`config.mk`:
```
export PLATFORM = sky130hd
export DESIGN_NAME = paramtype_fifo
export DESIGN_NICKNAME = d
export VERILOG_FILES = /design/src/rtl/paramtype_fifo.sv
export SDC_FILE = /design/constraint.sdc
export NUM_CORES = 1
export LEC_CHECK = 0
export ABC_AREA = 1
export BUFFER_PORTS_ARGS = -buffer_cell sky130_fd_sc_hd__buf_2
export CAP_MARGIN = 25
export CORE_ASPECT_RATIO = 1.1
export CORE_MARGIN = 8
export CORE_UTILIZATION = 55
export CTS_CLUSTER_DIAMETER = 30
export DETAILED_ROUTE_END_ITERATION = 16
export HOLD_SLACK_MARGIN = 0.02
export PLACE_DENSITY = 0.77
export SETUP_SLACK_MARGIN = 0.1
export SLEW_MARGIN = 20
export SYNTH_ARGS = -nofsm -noshare
export SYNTH_HDL_FRONTEND = slang
export SYNTH_SLANG_ARGS = --single-unit
```
`constraint.sdc`:
```
create_clock -name clk -period 2.3 [get_ports clk]
set_clock_uncertainty 0.05 [all_clocks]
set_input_delay 0 -clock clk [delete_from_list [all_inputs] [get_ports clk]]
set_output_delay 0 -clock clk [all_outputs]
set_load 0.01 [all_outputs]
```
`src/rtl/paramtype_fifo.sv`:
```
// Type-parameterised first-word-fall-through valid/ready FIFO holding S items of type T.
// Optional high-water-mark output 'peak' is enabled by defining PARAMTYPE_FIFO_PEAK_EN.
module paramtype_fifo #(
  parameter int unsigned S  = 4,
  parameter type         T  = logic [7:0],
  localparam int unsigned CW = (S < 2) ? 1 : $clog2(S + 1),
  localparam int unsigned PW = (S < 2) ? 1 : $clog2(S)
) (
  input  logic          clk,
  input  logic          rst_n,
  input  logic          in_valid,
  output logic          in_ready,
  input  T              in_data,
  output logic          out_valid,
  input  logic          out_ready,
  output T              out_data,
  output logic [CW-1:0] count
`ifdef PARAMTYPE_FIFO_PEAK_EN
  ,
  output logic [CW-1:0] peak
`endif
);

  T              mem [S];
  logic [PW-1:0] wr_ptr;
  logic [PW-1:0] rd_ptr;
  logic [CW-1:0] count_nxt;
  logic          push;
  logic          pop;

  // Modulo-S pointer advance so non-power-of-two depths wrap correctly.
  function automatic logic [PW-1:0] inc_ptr(input logic [PW-1:0] p);
    return (p == PW'(S - 1)) ? '0 : p + PW'(1);
  endfunction

  assign in_ready  = (count != CW'(S));
  assign out_valid = (count != '0);
  assign out_data  = out_valid ? mem[rd_ptr] : '0;
  assign push      = in_valid && in_ready;
  assign pop       = out_valid && out_ready;

  always_comb begin
    count_nxt = count;
    if (push && !pop) begin
      count_nxt = count + CW'(1);
    end else if (!push && pop) begin
      count_nxt = count - CW'(1);
    end
  end

  always_ff @(posedge clk or negedge rst_n) begin
    if (!rst_n) begin
      wr_ptr <= '0;
      rd_ptr <= '0;
      count  <= '0;
    end else begin
      if (push) wr_ptr <= inc_ptr(wr_ptr);
      if (pop)  rd_ptr <= inc_ptr(rd_ptr);
      count <= count_nxt;
    end
  end

  // Storage carries no reset; validity is tracked entirely by count.
  always_ff @(posedge clk) begin
    if (push) mem[wr_ptr] <= in_data;
  end

`ifdef PARAMTYPE_FIFO_PEAK_EN
  always_ff @(posedge clk or negedge rst_n) begin
    if (!rst_n) begin
      peak <= '0;
    end else if (count_nxt > peak) begin
      peak <= count_nxt;
    end
  end
`endif

endmodule

```
### Word level (Yosys, flattened, before mapping)

Memories as Yosys holds them, arrays and structs flattened.
Cells that the tools add are included.

* memories kept: 1
* input port bits: 12
* RAM bits: 32
* register bits after elaboration: 7
* logic and storage cells: 26
* output and inout port bits: 13

Memory list
* mem: depth 4, bits a word 8, rd ports 1, clocked after memory_dff 0, write ports 1, line 24 `T mem [S];`

* eq/ne operators: 3
* mux-type cells: 7
* reduce and logical (&&, ||, !) cells: 8
* add/sub/neg operators: 4

Operator list (count)
* two-way mux 8 bit: 1
* two-way mux 3 bit: 2
* adder 2 x 1 -> 2 bit (second input constant): 2
* equality test 2 bit (second input constant): 2
* logical AND 1 bit: 4
* two-way mux 2 bit: 2
* adder 3 x 1 -> 3 bit (second input constant): 1
* inequality test 3 bit (second input constant): 1
* nonzero test 3 bit: 1
* subtractor 3 x 1 -> 3 bit (second input constant): 1
* zero test 1 bit: 2
* two-way mux 1 bit: 2
* nonzero test 2 bit: 1

### Longest topological paths before layout

Gate-level depths: netlist of the first run.

* depth after elaboration: 6
* gate-level depth with buffers: 12
* depth with buffers taken out: 12

### Worst setup path after synthesis of the first run

No wires, ideal clock.

* path kind: register -> register
* start point: register count[0]
* end point: register count[1]
* slack: 0.382 ns
* path buffers: 0
* arrival: 1.741 ns
* data required time: 2.124 ns
* clock period less this slack: 1.918 ns
* library setup time: 0.126 ns
* cell stages (with the launch flop): 10
* cells stage by stage: dfrtp_1 -> inv_1 -> nand3_1 -> nand2_1 -> inv_1 -> ha_1 -> inv_1 -> fa_1 -> nand2_1 -> o21ai_0

* elaborated cells between the ends (all ways): 13
* those cells by class: add/sub (2); eq/ne (1); mux (2); reduce/logical (8)

RTL lines
* from (decl): line 17 `output logic [CW-1:0] count`
* from (signal assigned): line 59 `count <= count_nxt;`
* inequality test 3 bit: line 36 `assign in_ready = (count != CW'(S));`
* via in_ready: line 12 `output logic in_ready,`
* logical AND 1 bit: line 39 `assign push = in_valid && in_ready;`
* via push: line 28 `logic push;`
* logical AND 1 bit: line 44 `if (push && !pop) begin`
* two-way mux 3 bit: line 44
* via count_nxt[1]: line 27 `logic [CW-1:0] count_nxt;`

The timed path passes the listed nets, and every way through them passes these cells. The select of a mux whose other input is x is not followed.
A chain may end at the register's enable or synchronous reset.

==> results.toml, run 1 <==
[setup_path]
arrival_ns = 1.91
cp_top_family = "flip-flops"
endpoint_kind = "primary output"
critPathMaxFanout = 20
cp.buffers_inverters = 2
critPathMaxStageDelay_ns = 0.84
required_ns = 2.25
crit_slowest_cell = "dfrtp_1"
crit_type = "reg -> out"
crit_chain = "inv_4, nand2_1, nand3_1, a21oi_1, buf_2"
cp-start-kind = "flip-flop"

[routing]
firstDrtPassIters = 4
postRouteAntennaNets = 0
drt_iter0_markers = 42
wl_per_cell_um = 12.54
drc = 0
dr_total_vias = 1237
drt-total-wl_um = 3297
viasPerCell = 4.703

[floorplanning]
fp.dieH_um = 76.36
die-width_um = 70.88
core_region_area_um2 = 3248
die_area_um2 = 5412
initial_core_util_pct = 56.09
boundaryPins = 25
rows = 22

[cts]
cts_buffers = 5
cts_resized = 0
clkLatencyLatePin_ns = 0.32
clockRootBuffer = "clkbuf_4"
clockBufferDepth = 2
cts_tree = "built"
cts.sinks = 39
path_clk_slew_ns = 0.10
htree_levels = 2

[synthesis]
ys_warn_count = 0
synthTopCellsByCount = "inv_1 (47), nand2_1 (45), edfxtp_1 (32), nand3_1 (20), a21oi_1 (8)"
synth_top_area_share_pct = 52.75
ys_types = 19
syn_inst = 183
synth.most_common_cell = "inv_1"
ys_ff_latch = 39
ys_seq_area_share_pct = 62.36
yosysTopAreaCell = "edfxtp_1"
syn_avg_cell_area_um2 = 9.955
synth-edff-count = 32
syn_nets = 202
async_flop_share_pct = 17.95
synth_area_um2 = 1822
ys.flop_type = "edfxtp_1"
synth_area_leaders = "edfxtp_1 (53%), inv_1 (9.7%), dfrtp_1 (9.6%)"

[pwr]
internal_power_mw = 1.467
pwr_density_cell_nw_per_um2 = 1134
clkPwrFrac_pct = 12.5
irDropWorstVdd_mv = 0.7482
p_leak_nw = 1.052
switching_power_uw = 972.4
p_sw_share_pct = 39.87
seqPwrFrac_pct = 45.4
combinationalPowerShare_pct = 42.1

[timing]
finalCritPeriodShare_pct = 85.41
holdWs_ns = 0.3729
slew_headroom_pct = 50.76
hold_viol_final = 0
fin_setup_tns_ns = 0
rsz0062_at_grt = "no"
tightest_slew_ns = 0.7386
min_period_ns = 1.964
fmax_ghz = 0.5091
setup_viol = 0
drv_slew = 0

[global_route]
globalRouteOverflowTotal = 0
antenna_found_initial = 0
grt_max_degree = 21
grt_pass1_wl_um = 5644
grtUsageTotal_pct = 13.34
grt_pass1_vias = 1236

[place]
io_buffers = 24
hpwl_um = 2251
gp_congestion = 0.8053

[finish]
drive_gt1_share_pct = 16.30
nNetsFinal = 245
area_growth_pct = 18.06
diodes = 0

[run]
drv_cap = 0

[min_path]
hold_class = "in -> reg"

[run_status]
run_status = "finished, final reports clean"
[cell usage in the layout (no fill, tap or decap)]
| cell type | count |
|---|---|
| a21oi_1 | 8 |
| buf_2 | 24 |
| buf_4 | 4 |
| clkbuf_1 | 1 |
| clkbuf_4 | 5 |
| clkinv_1 | 2 |
| dfrtp_1 | 7 |
| dlygate4sd3_1 | 12 |
| edfxtp_1 | 32 |
| fa_1 | 1 |
| ha_1 | 6 |
| inv_1 | 47 |
| inv_4 | 1 |
| nand2_1 | 45 |
| nand2_2 | 2 |
| nand3_1 | 20 |
| nand4_1 | 1 |
| nor2_1 | 4 |
| o21ai_0 | 2 |
| o21ai_1 | 1 |
| or2_2 | 1 |
| xnor2_1 | 1 |
[routing by layer]
layer	GRT usage (%)	wire [um]	share of wire, %	up-vias
met1	14.27	1423	43	556
li1	-	-	-	655
met5	0	0	0	-
met3	6.053	168	5.1	2
met2	22.84	1685	51	24
met4	3.958	19	0.58	0
[worst reg2reg max path: stages (launching register included)]
cell	delay [ns]
dfrtp_1	0.44
inv_1	0.08
nand3_1	0.10
nand2_1	0.16
inv_1	0.12
ha_1	0.17
inv_1	0.07
fa_1	0.38
nand2_1	0.10
nand3_1	0.08
nand2_1	0.06
nand2_1	0.05
[registers in the layout (all words and copies together), names as in the netlist]
| register | count |
|---|---|
| rd_ptr | 2 |
| wr_ptr | 2 |
| count | 3 |
| mem | 32 |
[power by group through the flow]
stage,Combinational (mW),Sequential [mW],Clock [mW]
after floorplan,0.763,1.04,0
after global placement,1.00,1.11,0
after detailed placement,1.03,1.12,0
after CTS,1.05,1.11,0.317
after global routing,1.18,1.13,0.348
final,1.03,1.11,0.305
[cell families (layout without fill, tap and decap cells)]
kind of cell	after synthesis	after routing	share of synthesized area (%)
AND/OR/NAND/NOR	73	73	16.96
buffers and inverters	52	96	11.95
flip-flops	39	39	62.36
AO/OA/AOI/OAI	11	11	3.022
adder cells (fa/ha/maj)	7	7	5.220
XOR/XNOR	1	1	0.4809
[area by class of cell]
cell class                      instances  area, um^2
Timing Repair Buffer                   40       270.3
Sequential cell                        39        1136
Inverter                               48       182.7
Tap cell                               36       45.04
Clock inverter                          2       7.507
Multi-Input combinational cell         92       467.9
Clock buffer                            6       41.29
Fill cell                             266        1097
[final timing paths]
check | slack [ns] | startpoint | to | cells after the start
max | 0.34 | rd_ptr[0] | out_data[7] | 5
min | 0.37 | in_data[2] | mem[2][2] | 2
max reg2reg | 0.35 | count[0] | count[2] | 11
min reg2reg | 0.50 | count[2] | count[2] | 2
max in group asynchronous | 1.34 | rst_n | count[2] | 3
min in group asynchronous | 0.59 | rst_n | rd_ptr[0] | 3
[per-stage QoR]
step	std cells	area, um^2	worst slack [ns]	total power [mW]	utilization (%)
final	263	2151	0.3356	2.439	66.22
after global routing	263	2151	0.1328	2.654	66.22
after global placement	243	1982	0.4524	2.113	61.02
after floorplan	183	1822	0.3823	1.807	-
after detailed placement	243	1982	0.3684	2.151	61.02
after CTS	263	2151	0.3257	2.473	66.22
[timing repair]
action	in CTS	in global routing
hold endpoints to repair	42	0
hold buffers	12	0
buffers inserted	0	0
setup endpoints to repair	0	0
No activity file was read; power rests on OpenSTA's default activity.
==> run 2, diff against run 1 <==
clock period = 2.4 ns   (was 2.3 ns; I/O delays follow)
==> results.toml, run 2 (same netlist as run 1, synthesis figures left out) <==
[place]
dp_cells = 243
hpwl_um = 2225
io_buffers = 24
gp_congestion = 0.7917

[setup_path]
cp-start-kind = "flip-flop"
crit_type = "reg -> reg"
endpoint_kind = "flip-flop"
required_ns = 2.56
critPathMaxFanout = 8
arrival_ns = 2.10

[cts]
htree_levels = 2
cts_buffers = 5
clockRootBuffer = "clkbuf_4"
cts_tree = "built"
path_clk_slew_ns = 0.10
cts.sinks = 39
clockBufferDepth = 2
clkLatencyLatePin_ns = 0.32

[finish]
nFillCells = 262
final_cell_count_no_fill = 263
diodes = 0
final_common_cell = "inv_1"
top_register = "mem"
drive_gt1_share_pct = 16.30
largest_register_ffs = 32
top_regs = "mem: 32 flops, count: 3 flops"
most-common-layout-cells = "inv_1 (47), nand2_1 (45), edfxtp_1 (32), buf_2 (24), nand3_1 (20)"
nNetsFinal = 245
area_growth_pct = 18.06

[run]
drv_cap = 0

[pwr]
irDropWorstVdd_mv = 0.6703
pwr_density_cell_nw_per_um2 = 1085
p_leak_nw = 1.052

[timing]
slew_headroom_pct = 54.47
drv_slew = 0
hold_viol_final = 0
finalCritPeriodShare_pct = 81.03
rsz0062_at_grt = "no"
tightest_slew_ns = 0.6830
setup_viol = 0
fin_setup_tns_ns = 0
min_period_ns = 1.945
fmax_ghz = 0.5142
holdWs_ns = 0.3730

[global_route]
antenna_found_initial = 0
grt_pass1_wl_um = 5595
grtUsageTotal_pct = 13.17
grt_max_degree = 21
globalRouteOverflowTotal = 0
grt_pass1_vias = 1282

[routing]
viasPerCell = 4.802
drc = 0
drt-total-wl_um = 3268
drt_iter0_markers = 52
wl_per_cell_um = 12.43
postRouteAntennaNets = 0
dr_total_vias = 1263
firstDrtPassIters = 4

[floorplanning]
die-width_um = 70.88
core_region_area_um2 = 3248
fp.dieH_um = 76.36
initial_core_util_pct = 56.09
boundaryPins = 25
rows = 22
die_area_um2 = 5412

[run_status]
run_status = "finished, final reports clean"

[min_path]
hold_class = "in -> reg"
==> run 2: cell counts in the layout (fill, tap and decap cells not counted) <==
No cell type changed its count.
==> run 2: path summary, 6_finish.rpt <==
kind | slack, ns | to | startpoint | depth (start not counted)
max | 0.46 | count[1] | count[0] | 9
min | 0.37 | mem[0][3] | in_data[3] | 2
max reg2reg | 0.46 | count[1] | count[0] | 9
min reg2reg | 0.49 | count[2] | count[2] | 2
max in group asynchronous | 1.44 | rd_ptr[1] | rst_n | 3
min in group asynchronous | 0.60 | rd_ptr[0] | rst_n | 3
==> run 2: cell type report <==
class / count / area [um^2] / share of cell area, %
sequential: 39 / 1136 / 52.82
timing repair buffer: 40 / 270.3 / 12.57
multi-input combinational: 92 / 467.9 / 21.76
tap: 36 / 45.04 / 2.094
clock inverter: 2 / 7.507 / 0.3490
clock buffer: 6 / 41.29 / 1.920
inverter: 48 / 182.7 / 8.493
==> run 2: where the power goes <==
| part | total, mW | switching, mW | internal (mW) |
|---|---|---|---|
| Clock | 0.291 | 0.182 | 0.109 |
| Combinational | 0.986 | 0.594 | 0.392 |
| Sequential | 1.06 | 0.149 | 0.906 |
| Total | 2.33 | 0.925 | 1.41 |
==> run 2: what timing repair did <==
action                                 4_1_cts  5_1_grt
hold buffers                                12        0
endpoints found under the hold margin       42        0
buffers inserted                             0        0
resized for setup                            0        0
==> run 2: worst max-delay path, cell delays in order (launching register included) <==
cell and delay, ns:
dfrtp_1 0.44, inv_1 0.09, nand3_1 0.10, nand2_1 0.19, inv_1 0.09, ha_1 0.22
inv_1 0.09, fa_1 0.42, nand2_1 0.07, o21ai_0 0.07
==> run 2: metrics by stage <==
stage / worst slack [ns] / power, mW / utilization (%) / instance area, um^2
finish: 0.4552 / 2.333 / 66.22 / 2151
global route: 0.2619 / 2.541 / 66.22 / 2151
CTS: 0.4597 / 2.362 / 66.22 / 2151
detailed placement: 0.4758 / 2.053 / 61.02 / 1982
global placement: 0.5543 / 2.024 / 61.02 / 1982
floorplan: 0.4823 / 1.731 / - / 1822
==> run 2: layer usage <==
metal	vias up	global-route usage [%]	wire length, um
met5	-	0	0
met2	38	23.12	1636
met3	5	5.395	241
met1	564	13.51	1350
li1	656	-	-
met4	0	5.000	40
